$ cat src/rtl/fineps_sweep_controller.sv
// Fine-phase-shift sequencer: walks the tracked MMCM phase position one incr/decr step
// at a time towards an absolute or relative target, with lock gating, abort and step timeout.
module fineps_sweep_controller #(
    parameter int INT_POS_WIDTH      = 16,
    parameter int INT_TIMEOUT_CYCLES = 1023,
    parameter int INT_SETTLE_CYCLES  = 16
) (
    input  logic                            in_clk,
    input  logic                            in_rst_n,
    input  logic                            in_cmd_valid,
    output logic                            out_cmd_ready,
    input  logic                            in_cmd_relative,
    input  logic signed [INT_POS_WIDTH-1:0] in_cmd_value,
    input  logic                            in_abort,
    input  logic                            in_locked,
    input  logic                            in_fineps_dready,
    output logic                            out_fineps_valid,
    output logic                            out_fineps_incr,
    output logic                            out_fineps_decr,
    output logic signed [INT_POS_WIDTH-1:0] out_position,
    output logic                            out_busy,
    output logic                            out_done,
    output logic                            out_error
);

    localparam int W       = INT_POS_WIDTH;
    localparam int CNT_MAX = (INT_TIMEOUT_CYCLES > INT_SETTLE_CYCLES) ? INT_TIMEOUT_CYCLES : INT_SETTLE_CYCLES;
    localparam int CNT_W   = (CNT_MAX > 1) ? $clog2(CNT_MAX + 1) : 1;

    localparam logic [CNT_W-1:0]    CNT_ZERO    = {CNT_W{1'b0}};
    localparam logic [CNT_W-1:0]    CNT_ONE     = CNT_W'(1'b1);
    localparam logic [CNT_W-1:0]    TMO_LAST    = CNT_W'(INT_TIMEOUT_CYCLES - 1);
    localparam logic [CNT_W-1:0]    SETTLE_LAST = CNT_W'((INT_SETTLE_CYCLES > 0) ? (INT_SETTLE_CYCLES - 1) : 0);
    localparam logic signed [W-1:0] POS_ONE     = W'(1'b1);
    localparam logic signed [W-1:0] POS_MAX     = {1'b0, {(W-1){1'b1}}};
    localparam logic signed [W-1:0] POS_MIN     = {1'b1, {(W-1){1'b0}}};

    typedef enum logic [2:0] {
        ST_IDLE      = 3'd0,
        ST_CHECK     = 3'd1,
        ST_ISSUE     = 3'd2,
        ST_WAIT_DONE = 3'd3,
        ST_SETTLE    = 3'd4,
        ST_ERROR     = 3'd5
    } state_t;

    state_t                state_q, state_d;
    logic signed [W-1:0]   pos_q, pos_d;
    logic signed [W-1:0]   tgt_q, tgt_d;
    logic [CNT_W-1:0]      cnt_q, cnt_d;
    logic                  abort_q, abort_d;
    logic                  err_q, err_d;
    logic                  done_q, done_d;
    logic                  valid_q, valid_d;
    logic                  incr_q, incr_d;
    logic                  decr_q, decr_d;
    logic                  ready_q, ready_d;
    logic                  busy_q, busy_d;
    logic                  busy_s;
    logic                  step_up_s;
    logic                  next_up_s;

    // Relative targets are summed one bit wider and clamped so a large delta never wraps.
    function automatic logic signed [W-1:0] sat_add(input logic signed [W-1:0] a,
                                                     input logic signed [W-1:0] b);
        logic [W:0] sum;
        sum = {a[W-1], a} + {b[W-1], b};
        if (sum[W] != sum[W-1]) begin
            sat_add = sum[W] ? POS_MIN : POS_MAX;
        end else begin
            sat_add = sum[W-1:0];
        end
    endfunction

    // Next-state and next-output computation for the sweep sequencer.
    always_comb begin
        state_d   = state_q;
        pos_d     = pos_q;
        tgt_d     = tgt_q;
        cnt_d     = cnt_q;
        err_d     = err_q;
        busy_s    = (state_q != ST_IDLE) && (state_q != ST_ERROR);
        step_up_s = (tgt_q > pos_q);
        if (busy_s && in_abort) begin
            abort_d = 1'b1;
        end else begin
            abort_d = abort_q;
        end

        case (state_q)
            ST_IDLE, ST_ERROR: begin
                if (in_cmd_valid) begin
                    tgt_d   = in_cmd_relative ? sat_add(pos_q, in_cmd_value) : in_cmd_value;
                    err_d   = 1'b0;
                    abort_d = 1'b0;
                    state_d = ST_CHECK;
                end else begin
                    state_d = state_q;
                end
            end
            ST_CHECK: begin
                // done_q already holds "position == target or abort latched" for this cycle.
                if (done_q) begin
                    abort_d = 1'b0;
                    state_d = ST_IDLE;
                end else if (in_locked && in_fineps_dready) begin
                    state_d = ST_ISSUE;
                end else begin
                    state_d = ST_CHECK;
                end
            end
            ST_ISSUE: begin
                cnt_d   = CNT_ZERO;
                state_d = ST_WAIT_DONE;
            end
            ST_WAIT_DONE: begin
                // cnt_q == 0 is the blanking cycle while the synthesizer drops dready.
                if ((cnt_q != CNT_ZERO) && in_fineps_dready) begin
                    pos_d   = step_up_s ? (pos_q + POS_ONE) : (pos_q - POS_ONE);
                    cnt_d   = CNT_ZERO;
                    state_d = (INT_SETTLE_CYCLES > 0) ? ST_SETTLE : ST_CHECK;
                end else if (cnt_q >= TMO_LAST) begin
                    err_d   = 1'b1;
                    state_d = ST_ERROR;
                end else begin
                    cnt_d   = cnt_q + CNT_ONE;
                end
            end
            ST_SETTLE: begin
                if (cnt_q >= SETTLE_LAST) begin
                    cnt_d   = CNT_ZERO;
                    state_d = ST_CHECK;
                end else begin
                    cnt_d   = cnt_q + CNT_ONE;
                end
            end
            default: begin
                state_d = ST_IDLE;
            end
        endcase

        next_up_s = (tgt_d > pos_d);
        done_d    = (state_d == ST_CHECK) && ((pos_d == tgt_d) || abort_d);
        valid_d   = (state_d == ST_ISSUE);
        incr_d    = valid_d && next_up_s;
        decr_d    = valid_d && !next_up_s;
        ready_d   = (state_d == ST_IDLE) || (state_d == ST_ERROR);
        busy_d    = !ready_d;
    end

    // State, position and registered outputs.
    always_ff @(posedge in_clk or negedge in_rst_n) begin
        if (!in_rst_n) begin
            state_q <= ST_IDLE;
            pos_q   <= {W{1'b0}};
            tgt_q   <= {W{1'b0}};
            cnt_q   <= CNT_ZERO;
            abort_q <= 1'b0;
            err_q   <= 1'b0;
            done_q  <= 1'b0;
            valid_q <= 1'b0;
            incr_q  <= 1'b0;
            decr_q  <= 1'b0;
            ready_q <= 1'b1;
            busy_q  <= 1'b0;
        end else begin
            state_q <= state_d;
            pos_q   <= pos_d;
            tgt_q   <= tgt_d;
            cnt_q   <= cnt_d;
            abort_q <= abort_d;
            err_q   <= err_d;
            done_q  <= done_d;
            valid_q <= valid_d;
            incr_q  <= incr_d;
            decr_q  <= decr_d;
            ready_q <= ready_d;
            busy_q  <= busy_d;
        end
    end

    assign out_cmd_ready    = ready_q;
    assign out_busy         = busy_q;
    assign out_fineps_valid = valid_q;
    assign out_fineps_incr  = incr_q;
    assign out_fineps_decr  = decr_q;
    assign out_position     = pos_q;
    assign out_done         = done_q;
    assign out_error        = err_q;

endmodule

$ cat config.mk
export PLATFORM = sky130hd
export DESIGN_NAME = fineps_sweep_controller
export DESIGN_NICKNAME = d
export VERILOG_FILES = /design/src/rtl/fineps_sweep_controller.sv
export SDC_FILE = /design/constraint.sdc
export NUM_CORES = 1
export LEC_CHECK = 0
export CAP_MARGIN = 20
export CELL_PAD_IN_SITES_DETAIL_PLACEMENT = 0
export CELL_PAD_IN_SITES_GLOBAL_PLACEMENT = 1
export CORE_MARGIN = 2
export CORE_UTILIZATION = 44
export CTS_CLUSTER_SIZE = 10
export DETAILED_ROUTE_END_ITERATION = 10
export PLACE_DENSITY_LB_ADDON = 0.1
export SYNTH_ARGS = -nofsm -noshare
export SYNTH_HDL_FRONTEND = slang
export SYNTH_SLANG_ARGS = --single-unit
$ cat constraint.sdc
create_clock -name in_clk -period 7.7 [get_ports in_clk]
set_clock_uncertainty 0.05 [all_clocks]
set_input_delay 1.54 -clock in_clk [delete_from_list [all_inputs] [get_ports in_clk]]
set_output_delay 1.54 -clock in_clk [all_outputs]
set_load 0.005 [all_outputs]
==> key figures, run 1 <==
Finish
  – Fin nets: 704
  – Most common cell after layout, fill and taps aside: o21ai_0
  – Share of cells above drive strength 1: 5.06%
  – Area growth syn-to-layout: 14.2%
  – Number of diodes: 0
  – Layout fillers: 1085
  – Commonest cells after routing, fill and taps aside: 70 x o21ai_0, 66 x ha_1, 52 x dfrtp_1
  – Multi-input logic area: 3250 µm²
  – FF/Latch Area: 1330 µm²

Worst setup path
  – Reg2reg setup slack: 1.73 ns
  – Worst-path maximum fanout: 17
  – Bufs and invs on worst path: 1
  – CP cell instances: clkdlybuf4s50_1 -> ha_1 -> fa_1 -> a211oi_1 -> o21bai_1 -> a31oi_1 -> o21ai_0 -> o211ai_1 -> nand2_1 -> a311oi_1 -> a21o_1 -> ha_1 -> nand4_1 -> nor2_1 -> a221oi_1 -> o21ai_0 -> a31oi_1 -> xnor2_1 -> o21a_1
  – Req. time, crit path: 7.86 ns
  – Slowest stage delay, CP: 0.44 ns
  – Critical-path top delay cell: fa_1
  – Crit end category: register
  – Worst EP arrival: 6.18 ns
  – WS Path Type: in2reg
  – Worst r2r path cells: 26
  – Worst path top cell family by delay: compound AO/OA/AOI/OAI gates
  – Critical path depth: 19
  – CP startpoint kind: primary input

Floorplan
  – # rows: 38
  – Initial Util: 44.8%
  – Die H: 109 µm
  – Die Wd: 109 µm
  – # IOs: 46
  – CORE AREA: 10700 µm²
  – Die area: 11800 µm²

Drt
  – First drt pass iteration count: 6
  – Drt drc: 0
  – Routed len/inst: 16.3 µm
  – Vias per inst: 5.59
  – Initial DRC count: 183
  – DR vias: 4211
  – Final WL: 12300 µm
  – Post-DRT Antenna Nets: 0

Clock network
  – # resized after CTS: 0
  – Clock latency on the worst-skew pair: 0.32 ns
  – Num CTS Buffers: 5
  – Clock Tree Buf Depth: 2
  – Root buf cell: clkbuf_8
  – H-tree lvl count: 2
  – Total setup buffers inserted after CTS: 0
  – Clk pin slew, worst setup/hold paths: 0.09 ns
  – CTS tree: done
  – CTS hold repair buffers: 0
  – Clock sink total: 53

Timing
  – RSZ-0062 raised after global routing: false
  – Hold violation total from the final report: 0
  – Fin crit share: 78.2%
  – Min Tclk post-route: 6.02 ns
  – Final Max Slew Viols: 0
  – Maximum clock frequency: 0.166 GHz
  – Worst relative slew slack: 36.2%
  – Final setup viols: 0
  – TNS Setup: 0 ns
  – Slew @ Worst Pin: 0.952 ns

Logic synthesis
  – Area leader, netlist: dfrtp_1
  – Post-synth EDFFs: 0
  – Seq/Total Area, Yosys: 27.6%
  – FFs w/ async S/R, synth: 100%
  – Top cells by area, synth: dfrtp_1 27%, ha_1 17%, o21ai_0 7.3%
  – Post-Syn Instances: 575
  – Most used flip-flop cell after synthesis: dfrtp_1
  – Synthesized area: 4820 µm²
  – Mapped Nets: 666
  – Synth Register Bits: 53
  – Share of the synthesized area in the top cell type: 27.0%
  – Synth cell types: 57
  – Mean area per synthesized cell: 8.38 µm²
  – Yosys warning count: 0

Worst hold path
  – Hold Path Class: reg2reg
  – Worst hold path depth: 2

Run
  – Max-capacitance violation count: 0

GRT
  – Total GRT Usage: 21.8%
  – Pin count of the biggest net entering global routing: 54
  – First-pass GRT wire length: 20100 µm
  – Gr ovfl total: 0
  – Vias in the first global route: 4044
  – Initial antenna violation count: 0

Status
  – Run status: finished, final reports clean

Placed design
  – Port Buffers: 45
  – Routability Congestion: 0.889
  – HPWL Detailed: 9790 µm
[synth_stat cells, types with 3 or more instances]
cell type  instances
nand4_1           11
and3_1             3
o21a_1            11
nor2_1            32
nand3b_1           6
o21ai_1           11
ha_1              66
mux2i_1            6
nor2b_1            8
a21o_1            18
xor2_1             9
a211oi_1           6
a2111o_1           3
or2_2              4
a31oi_1            9
clkbuf_1          15
o21bai_1           4
dfrtp_1           52
nor3_1            14
and2_1             3
xnor2_1           22
mux2_2             4
nand3_1           15
inv_1             48
o21ai_0           70
nand2_1           34
nor3b_1            3
a21oi_1           50
[registers in the layout, summed over array words and instances, names as in the netlist]
register,count
out_fineps_decr,1
tgt_q,16
out_fineps_valid,1
abort_q,1
out_cmd_ready,1
out_busy,1
out_done,1
out_fineps_incr,1
cnt_q,10
state_q,3
out_position,16
out_error,1
[cell families after synthesis]
family | share of synthesized area, %
muxes | 2.49
adders and majority gates | 18.0
AOI/OAI and AO/OA | 26.0
DFF | 27.6
buffers and inverters | 5.25
and+or+nand+nor | 15.1
xor gates and xnor gates | 5.63
[per-stage QoR]
step	utilization [%]	worst slack (ns)	hold WS [ns]	instances	area, µm²
after detailed placement	50.2	1.40	0.442	746	5400
after global placement	50.2	1.45	0.443	746	5400
after floorplan	-	1.86	0.410	575	4820
after global routing	51.2	1.17	0.511	753	5500
final	51.2	1.68	0.462	753	5500
after CTS	51.2	1.71	0.466	753	5500
[per-layer routing]
metal	up-vias	share of wire [%]	track usage [%]
li1	2163	-	-
met1	1979	48	29.2
met2	57	48	37.5
met3	12	2.8	2.45
met4	0	1.4	5.31
met5	-	0	0
[path summary, 6_finish.rpt]
check | startpoint | to
setup / recovery | in_cmd_value[0] | out_fineps_decr$_DFF_PN0_
hold / removal | out_error$_DFFE_PN0P_ | out_error$_DFFE_PN0P_
setup reg to reg | out_position[1]$_DFF_PN0_ | out_fineps_decr$_DFF_PN0_
hold reg to reg | out_error$_DFFE_PN0P_ | out_error$_DFFE_PN0P_
max in group asynchronous | in_rst_n | out_position[1]$_DFF_PN0_
min in group asynchronous | in_rst_n | state_q[1]$_DFF_PN0_
[area by class of cell]
class	count	share of cell area, %
Clock buffer	5	1.25
Clock inverter	2	0.637
Tap cell	140	3.18
Inverter	48	3.28
Timing Repair Buffer	48	8.51
Sequential cell	53	24.1
Multi-Input combinational cell	457	59.0
[tightest hold or removal path, delay by kind of cell, from the launching register on]
kind	cells	cell delay, ns
flops	1	0.37
simple gates	1	0.05
compound gates	1	0.06
Power of run 1 is not shown: default switching activity piles up to over one toggle a cycle in this logic, so the estimate is an artifact.
==> run 2: changes to the inputs <==
- clock period: 7.7 -> 5.6 ns (I/O delays scaled with it)
==> run 2 against run 1 <==
Die area is the same. Critical path depth grew 6. Cell area increased by 6.4%. Clock-buffer cell count increased by 1. Worst hold slack got worse by 0.0075 ns. First-iteration DRC count down 6.0%. Routed wire length increased by 2.6%. Register-to-register slack worse by 1.5 ns. Global-route usage is 0.36 points higher. Non-clock buffer count increased by 37. Critical path type is now reg2reg. Critical endpoint unchanged. Largest cell class unchanged.
==> key figures, run 2 (synthesis results as in run 1) <==
Finish
  – Commonest cells after routing, fill and taps aside: 67 x o21ai_0, 65 x ha_1, 51 x dfrtp_1
  – Most common cell after layout, fill and taps aside: o21ai_0
  – Final instance area: 5850 µm²
  – Non-filler cells, final: 791
  – Fin nets: 741
  – Share of cells above drive strength 1: 13.2%
  – Area growth syn-to-layout: 21.5%
  – Layout fillers: 1031
  – Number of diodes: 0
  – Final core occ: 54.5%

Worst setup path
  – Worst-path maximum fanout: 3
  – Reg2reg end: out_fineps_decr$_DFF_PN0_
  – CP startpoint kind: register
  – Bufs and invs on worst path: 2
  – Worst path top cell family by delay: compound AO/OA/AOI/OAI gates
  – Worst EP arrival: 5.55 ns
  – Crit end category: register
  – Crit path from: tgt_q[13]$_DFF_PN0_
  – Critical-path top delay cell: a2111o_1
  – Critical path depth: 25
  – Worst setup path end: out_fineps_decr$_DFF_PN0_
  – Reg2reg setup slack: 0.21 ns
  – Worst r2r path cells: 25
  – Slowest stage delay, CP: 0.45 ns
  – WS Path Type: reg2reg
  – Reg-to-Reg Start: tgt_q[13]$_DFF_PN0_
  – Req. time, crit path: 5.76 ns

GRT
  – First-pass GRT wire length: 20600 µm
  – Gr ovfl total: 0
  – Vias in the first global route: 4256
  – Initial antenna violation count: 0
  – Total GRT Usage: 22.1%
  – Most used routing layer: met2
  – Pin count of the biggest net entering global routing: 54
  – GRT met3 Usage: 2.33%
  – Met2 Use GR: 39.2%
  – Global routing usage on met1: 29.2%

Drt
  – Final WL: 12600 µm
  – Vias per inst: 5.53
  – Routed len/inst: 15.9 µm
  – First drt pass iteration count: 5
  – DR vias: 4375
  – Initial DRC count: 172
  – Drt drc: 0
  – Post-DRT Antenna Nets: 0

Placed design
  – HPWL Detailed: 10000 µm
  – Placed instance count: 779
  – Port Buffers: 45
  – Routability Congestion: 0.801
  – Placed cell areas: 5640 µm²

Timing
  – Hold violation total from the final report: 0
  – Final Max Slew Viols: 0
  – Maximum clock frequency: 0.186 GHz
  – Slew @ Worst Pin: 0.951 ns
  – RSZ-0062 raised after global routing: true
  – Final setup viols: 0
  – Fin crit share: 96.3%
  – Min Tclk post-route: 5.39 ns
  – Worst relative slew slack: 36.3%
  – Hold Slack: 0.454 ns

Floorplan
  – # rows: 38
  – CORE AREA: 10700 µm²
  – Die H: 109 µm
  – Die Wd: 109 µm
  – # IOs: 46
  – Initial Util: 44.8%
  – Die area: 11800 µm²

Clock network
  – H-tree lvl count: 2
  – Clock latency on the worst-skew pair: 0.32 ns
  – CTS tree: done
  – CTS hold repair buffers: 0
  – Clk pin slew, worst setup/hold paths: 0.10 ns
  – Clock Tree Buf Depth: 2
  – Num CTS Buffers: 5
  – Root buf cell: clkbuf_8
  – Clock sink total: 53

Run
  – Max-capacitance violation count: 0

Worst hold path
  – Hold Path Class: reg2reg

Status
  – Run status: finished, final reports clean
## run 2: cell count changes in the layout (fill, tap and decap cells not counted), sizes merged
cell      before  now
clkinvlp       0    2
clkinv         1    0
bufinv         1    0
buf            4   41
clkbuf         5    6
## run 2: routing by layer
metal | routed length [µm] | vias to the layer above
li1 | - | 2239
met1 | 5920 | 2064
met2 | 6210 | 67
met3 | 367 | 5
met4 | 75 | 0
met5 | 0 | -
## run 2: metrics by stage
step	setup WS, ns	TNS (ns)
after floorplan	0.218	0
after global placement	0.0602	0
after detailed placement	0.0181	0
after CTS	0.0267	0
after global routing	-0.128	-0.291
final	0.210	0
## run 2: how the worst min path moves through the flow
stage                               from                    to  depth (start not counted)
global route        cnt_q[7]$_DFFE_PN0P_  cnt_q[7]$_DFFE_PN0P_                          1
finish              cnt_q[7]$_DFFE_PN0P_  cnt_q[7]$_DFFE_PN0P_                          1
floorplan           cnt_q[7]$_DFFE_PN0P_  cnt_q[7]$_DFFE_PN0P_                          1
CTS                 cnt_q[7]$_DFFE_PN0P_  cnt_q[7]$_DFFE_PN0P_                          1
global placement    cnt_q[7]$_DFFE_PN0P_  cnt_q[7]$_DFFE_PN0P_                          1
detailed placement  cnt_q[7]$_DFFE_PN0P_  cnt_q[7]$_DFFE_PN0P_                          1
## run 2: worst reg2reg max path, cell delays in order, from the launching register on
cell	delay, ns
dfrtp_1	0.39
ha_1	0.31
a21o_1	0.18
a211oi_2	0.18
o211ai_1	0.14
o21bai_4	0.19
o31ai_2	0.27
buf_4	0.18
inv_4	0.03
fa_2	0.34
nand3b_1	0.20
a21oi_2	0.20
o21ai_2	0.10
a2111o_1	0.45
a31oi_1	0.22
a21oi_1	0.11
xnor2_1	0.20
mux2i_1	0.11
ha_1	0.32
nand4_1	0.13
nor2_2	0.07
a221oi_2	0.28
o21ai_2	0.13
a31oi_2	0.21
xnor2_2	0.12
o21a_1	0.17
## run 2: repair_timing
action | in CTS | in global routing
resized for setup | 0 | 23
hold endpoints to repair | 0 | 0
setup endpoints to repair | 0 | 3
buffers inserted | 0 | 4
## run 2: final cells by class
type / instances / area, µm² / area share, %
flip-flops and latches: 53 / 1330 / 22.7
inverters: 48 / 183 / 3.12
well taps: 140 / 175 / 2.99
clock inverters: 2 / 15.0 / 0.256
multi-input cells: 457 / 3330 / 56.9
repair buffers: 85 / 749 / 12.8
clock buffers: 6 / 72.6 / 1.24
Power of run 2 is left out for the same reason.
==> RTL change 1, RTL diff (flow settings as in run 2) <==
The parameter `INT_SETTLE_CYCLES` goes from 16 to 32.
--- a/src/rtl/fineps_sweep_controller.sv
+++ b/src/rtl/fineps_sweep_controller.sv
@@ -3,7 +3,7 @@
 module fineps_sweep_controller #(
     parameter int INT_POS_WIDTH      = 16,
     parameter int INT_TIMEOUT_CYCLES = 1023,
-    parameter int INT_SETTLE_CYCLES  = 16
+    parameter int INT_SETTLE_CYCLES  = 32
 ) (
     input  logic                            in_clk,
     input  logic                            in_rst_n,
Behaviour: no difference found for any inputs over 10 cycles, from zero or initial values and one cycle with in_rst_n low; that may be too few to reach the edited logic, so the function may still have changed.
==> RTL change 1 against run 2 <==
Wire length about the same. Worst hold slack improved by 0.035 ns. Via count decreased by 3.5%. Core utilization increased by 1.8 points. Synthesized cell count decreased by 5.0%. Final cell count decreased by 1.9%. Cell area increased by 3.8%. Synthesized area increased by 0.60%. Worst setup slack improved by 0.0077 ns. Sequential cell count unchanged. Global-route usage decreased by 0.35 points. Highest routed layer unchanged.
==> RTL change 1: results (changes against run 2) <==
fin_nets: 726  # was 741
crit_fanout: 6  # was 3
grtUsageMet1_pct: 31.10  # was 29.18%
grt_util_met3_pct: 2.212  # was 2.331%
nFillCells: 1041  # was 1031
ctsLongestPathBuffers: 2  # unchanged
highest-signal-layer: "met4"  # unchanged
grt_start_max_net_pins: 54  # unchanged
p_leak_nw: 2.818
ir_drop_mv: 0.3666
io_buffer_count: 45  # unchanged
n_antenna_cell: 0  # unchanged
synth_cell_type_count: 73  # was 57
worst_pin_slew_ns: 0.8429  # was 0.9506 ns
htreeDepth: 2  # unchanged
ys_top_cells_by_count: "ha_1, dfrtp_1, nor2_1"  # was o21ai_0, ha_1, dfrtp_1
wl_met3_um: 271  # was 367 um
gp_congestion: 0.8703  # was 0.8006
synth_ff_type: "dfrtp_1"  # unchanged
ys_warn_count: 0  # unchanged
wl_met2_mm: 5.941  # was 6.210 mm
vias_per_cell: 5.438  # was 5.531
drt-initial-drc-count: 191  # was 172
ys_top_cells_by_area: "dfrtp_1, ha_1, xnor2_1, nor2_1, a21oi_1"  # was dfrtp_1, ha_1, o21ai_0, a21oi_1, xnor2_1
drive_gt1_share_pct: 22.01  # was 13.21%
ys_seq_area_share_pct: 27.39  # was 27.55%
fin_hold_ws_ns: 0.4886  # was 0.4541 ns
synth-async-reset-ratio_pct: 100.0  # unchanged
grt.total_usage_pct: 21.78  # was 22.13%
dp_hpwl_mm: 9.929  # was 10.01 mm
antenna_found_initial: 0  # unchanged
wirelength_mm: 12.58  # was 12.57 mm
cts-root-buf: "clkbuf_8"  # unchanged
clk_pin_slew_ns: 0.11
drtPass1Iterations: 4  # was 5
hold_class: "register to register"  # unchanged
grtUsageMet2_pct: 35.31  # was 39.24%
grt_pass1_wl_mm: 20.19  # was 20.59 mm
rrSetupSlack_ns: 0.22
status: "complete, no violations"  # unchanged
synth_nets: 637  # was 666
first_global_vias: 4063  # was 4256
wl_met1_mm: 6.162  # was 5.919 mm
[RTL change 1: power breakdown]
group / total [mW] / internal [mW] / switching [mW]
sequential: 0.643 / 0.517 / 0.125
clock: 0.277 / 0.137 / 0.139
combinational: 2.75 / 1.30 / 1.45
total: 3.67 / 1.95 / 1.71
[RTL change 1: repair_timing]
action                                  4_1_cts  5_1_grt
pin swaps                                     1       32
endpoints found under the setup margin        3        3
resized for setup                             1       43
buffers inserted                              2        6
endpoints found under the hold margin         0        0
[RTL change 1: kinds of logic (layout without fill, tap and decap cells)]
kind of cell	count (synthesis)	after routing	share of synthesized area [%]
XOR/XNOR	28	28	5.059
adder cells (fa/ha/maj)	69	69	18.09
flip-flops	53	53	27.39
AO/OA/AOI/OAI	159	159	24.11
buffers and inverters	51	141	4.595
multiplexers	14	14	3.072
AND/OR/NAND/NOR	172	172	17.68
[RTL change 1: final timing paths]
check | start | endpoint | cells after the start
worst min register to register | cnt_q[6]$_DFFE_PN0P_ | cnt_q[6]$_DFFE_PN0P_ | 1
max in group asynchronous | in_rst_n | cnt_q[1]$_DFFE_PN0P_ | 2
worst max-delay path | tgt_q[11]$_DFF_PN0_ | out_fineps_decr$_DFF_PN0_ | 26
min in group asynchronous | in_rst_n | tgt_q[0]$_DFF_PN0_ | 2
worst min-delay path | cnt_q[6]$_DFFE_PN0P_ | cnt_q[6]$_DFFE_PN0P_ | 1
worst max register to register | tgt_q[11]$_DFF_PN0_ | out_fineps_decr$_DFF_PN0_ | 26
[RTL change 1: area by class of cell]
class	count	area share, %
clock buffers	5	1.132
clock inverters	3	0.8232
inverters	39	2.408
multi-input cells	442	57.54
flip-flops and latches	53	21.84
well taps	140	2.881
repair buffers	94	13.38
[RTL change 1: critical path, stage by stage (launching register included)]
cell and delay [ns]:
dfrtp_1 0.43, ha_4 0.30, nand3_4 0.08, nor3_4 0.22
nand2_2 0.09, a21o_1 0.18, a21o_1 0.16, o211ai_1 0.27
ha_1 0.36, a211oi_2 0.26, nor2_2 0.09, o41ai_4 0.37
a21oi_2 0.12, buf_4 0.15, a21o_1 0.19, o21ai_1 0.14
nor2b_4 0.19, xnor2_2 0.13, mux2i_1 0.12, ha_1 0.35
nand4_1 0.13, nor2_2 0.06, a21oi_1 0.12, o211ai_1 0.10
a311oi_1 0.26, xnor2_1 0.16, o21a_1 0.20
[RTL change 1: through the flow]
stage	area (um2)	TNS, ns	setup slack (ns)	instances	utilization (%)
detailed placement	5707	-0.04114	-0.03214	761	52.88
CTS	5841	0	0.04029	771	54.12
global placement	5707	0	0.05823	761	52.88
floorplan	4847	0	0.3276	546	-
finish	6080	0	0.2173	776	56.33
global route	6080	-0.3696	-0.1780	776	56.33
==> RTL change 2, RTL diff (config.mk and constraints of run 2) <==
Without the edit above. The 6 states of `state_t` get a one-hot encoding in 6 bits.
--- a/src/rtl/fineps_sweep_controller.sv
+++ b/src/rtl/fineps_sweep_controller.sv
@@ -35,13 +35,13 @@
     localparam logic signed [W-1:0] POS_MAX     = {1'b0, {(W-1){1'b1}}};
     localparam logic signed [W-1:0] POS_MIN     = {1'b1, {(W-1){1'b0}}};
 
-    typedef enum logic [2:0] {
-        ST_IDLE      = 3'd0,
-        ST_CHECK     = 3'd1,
-        ST_ISSUE     = 3'd2,
-        ST_WAIT_DONE = 3'd3,
-        ST_SETTLE    = 3'd4,
-        ST_ERROR     = 3'd5
+    typedef enum logic [5:0] {
+        ST_IDLE      = 6'b000001,
+        ST_CHECK     = 6'b000010,
+        ST_ISSUE     = 6'b000100,
+        ST_WAIT_DONE = 6'b001000,
+        ST_SETTLE    = 6'b010000,
+        ST_ERROR     = 6'b100000
     } state_t;
 
     state_t                state_q, state_d;
Check against the original RTL: same outputs for any inputs over 10 cycles, from zero or initial values and one cycle with in_rst_n low; not proved beyond that.
==> RTL change 2 against run 2 <==
Cell area increased by 15%. Critical path depth decreased by 3. Global-route usage increased by 1.3 points. Wire length increased by 10%. Sequential cell count increased by 3. Final cell count increased by 5.7%. Non-clock buffer count increased by 57. Core utilization increased by 7.1 points. Worst setup slack got worse by 0.066 ns. Synthesized area increased by 2.8%. First-iteration DRC count increased by 65%.
==> RTL change 2: results (changes against run 2) <==
status: "complete, no violations"  # unchanged
cpMaxStageDelayCell: "a311o_1"  # was a2111o_1
min_period_ns: 5.457  # was 5.390 ns
grt_start_max_net_pins: 57  # was 54
clk_pin_slew_ns: 0.08  # was 0.10 ns
fin_hold_ws_ns: 0.4364  # was 0.4541 ns
slew-limit-headroom_pct: 52.28  # was 36.33%
gp_congestion: 0.8410  # was 0.8006
avgSynthCellArea_um2: 8.893  # was 8.380 um2
crit_path_max_incr_delay_ns: 0.40  # was 0.45 ns
min_delay_path_depth: 2  # was 1
cts-root-buf: "clkbuf_16"  # was clkbuf_8
grt.total_usage_pct: 23.47  # was 22.13%
postCtsResizedCells: 26  # was 0
first_global_vias: 4575  # was 4256
wl_met2_mm: 6.877  # was 6.210 mm
reg2reg_depth: 24  # was 25
dp_hpwl_mm: 10.49  # was 10.01 mm
wl_met3_um: 421  # was 367 um
placed_area_um2: 6146  # was 5644 um2
grtUsageMet1_pct: 30.77  # was 29.18%
min_to: "abort_q$_DFF_PN0_"  # was cnt_q[7]$_DFFE_PN0P_
crit_arrival_ns: 5.61  # was 5.55 ns
routedWlPerCell_um: 16.54  # was 15.90 um
drtPass1Iterations: 4  # was 5
ys_seq_area_share_pct: 28.34  # was 27.55%
startpoint: "in_cmd_value[0]"  # was tgt_q[13]$_DFF_PN0_
synth_nets: 651  # was 666
dpl_worst_slack_ns: -0.6683  # was 0.01807 ns
wirelength_mm: 13.83  # was 12.57 mm
fin_nets: 789  # was 741
vias_per_cell: 5.529  # was 5.531
grt_pass1_wl_mm: 22.19  # was 20.59 mm
drt-initial-drc-count: 284  # was 172
synth_cell_type_count: 70  # was 57
worstSetupPathType: "input port to register"  # was register to register
## RTL change 2: changes by cell type in the layout (fill, tap and decap cells not counted), moves of 12 or more
cell	run 2	this run
buf_4	39	97
clkdlybuf4s50_1	44	32
ha_1	65	53
ha_4	1	13
nor2_1	29	51
o21ai_0	67	23
## RTL change 2: power by group
| part | switching (mW) | internal (mW) |
|---|---|---|
| clock network | 0.158 | 0.170 |
| registers | 0.107 | 0.541 |
| logic | 1.07 | 1.03 |
## RTL change 2: kinds of logic after synthesis
logic type      after synthesis  share of synthesized area (%)
fa+ha+maj                    71                          18.24
mux                          21                          4.471
flops                        56                          28.34
buf+inv                      48                          3.915
compound gates              158                          21.77
simple gates                170                          17.43
xor+xnor                     33                          5.835
## RTL change 2: layout make-up
class | instances | area, um2
Clock buffer | 5 | 125.1
Tap cell | 140 | 175.2
Sequential cell | 56 | 1404
Timing Repair Buffer | 142 | 1166
Fill cell | 959 | 4198
Inverter | 36 | 135.1
Clock inverter | 3 | 27.53
Multi-Input combinational cell | 454 | 3705
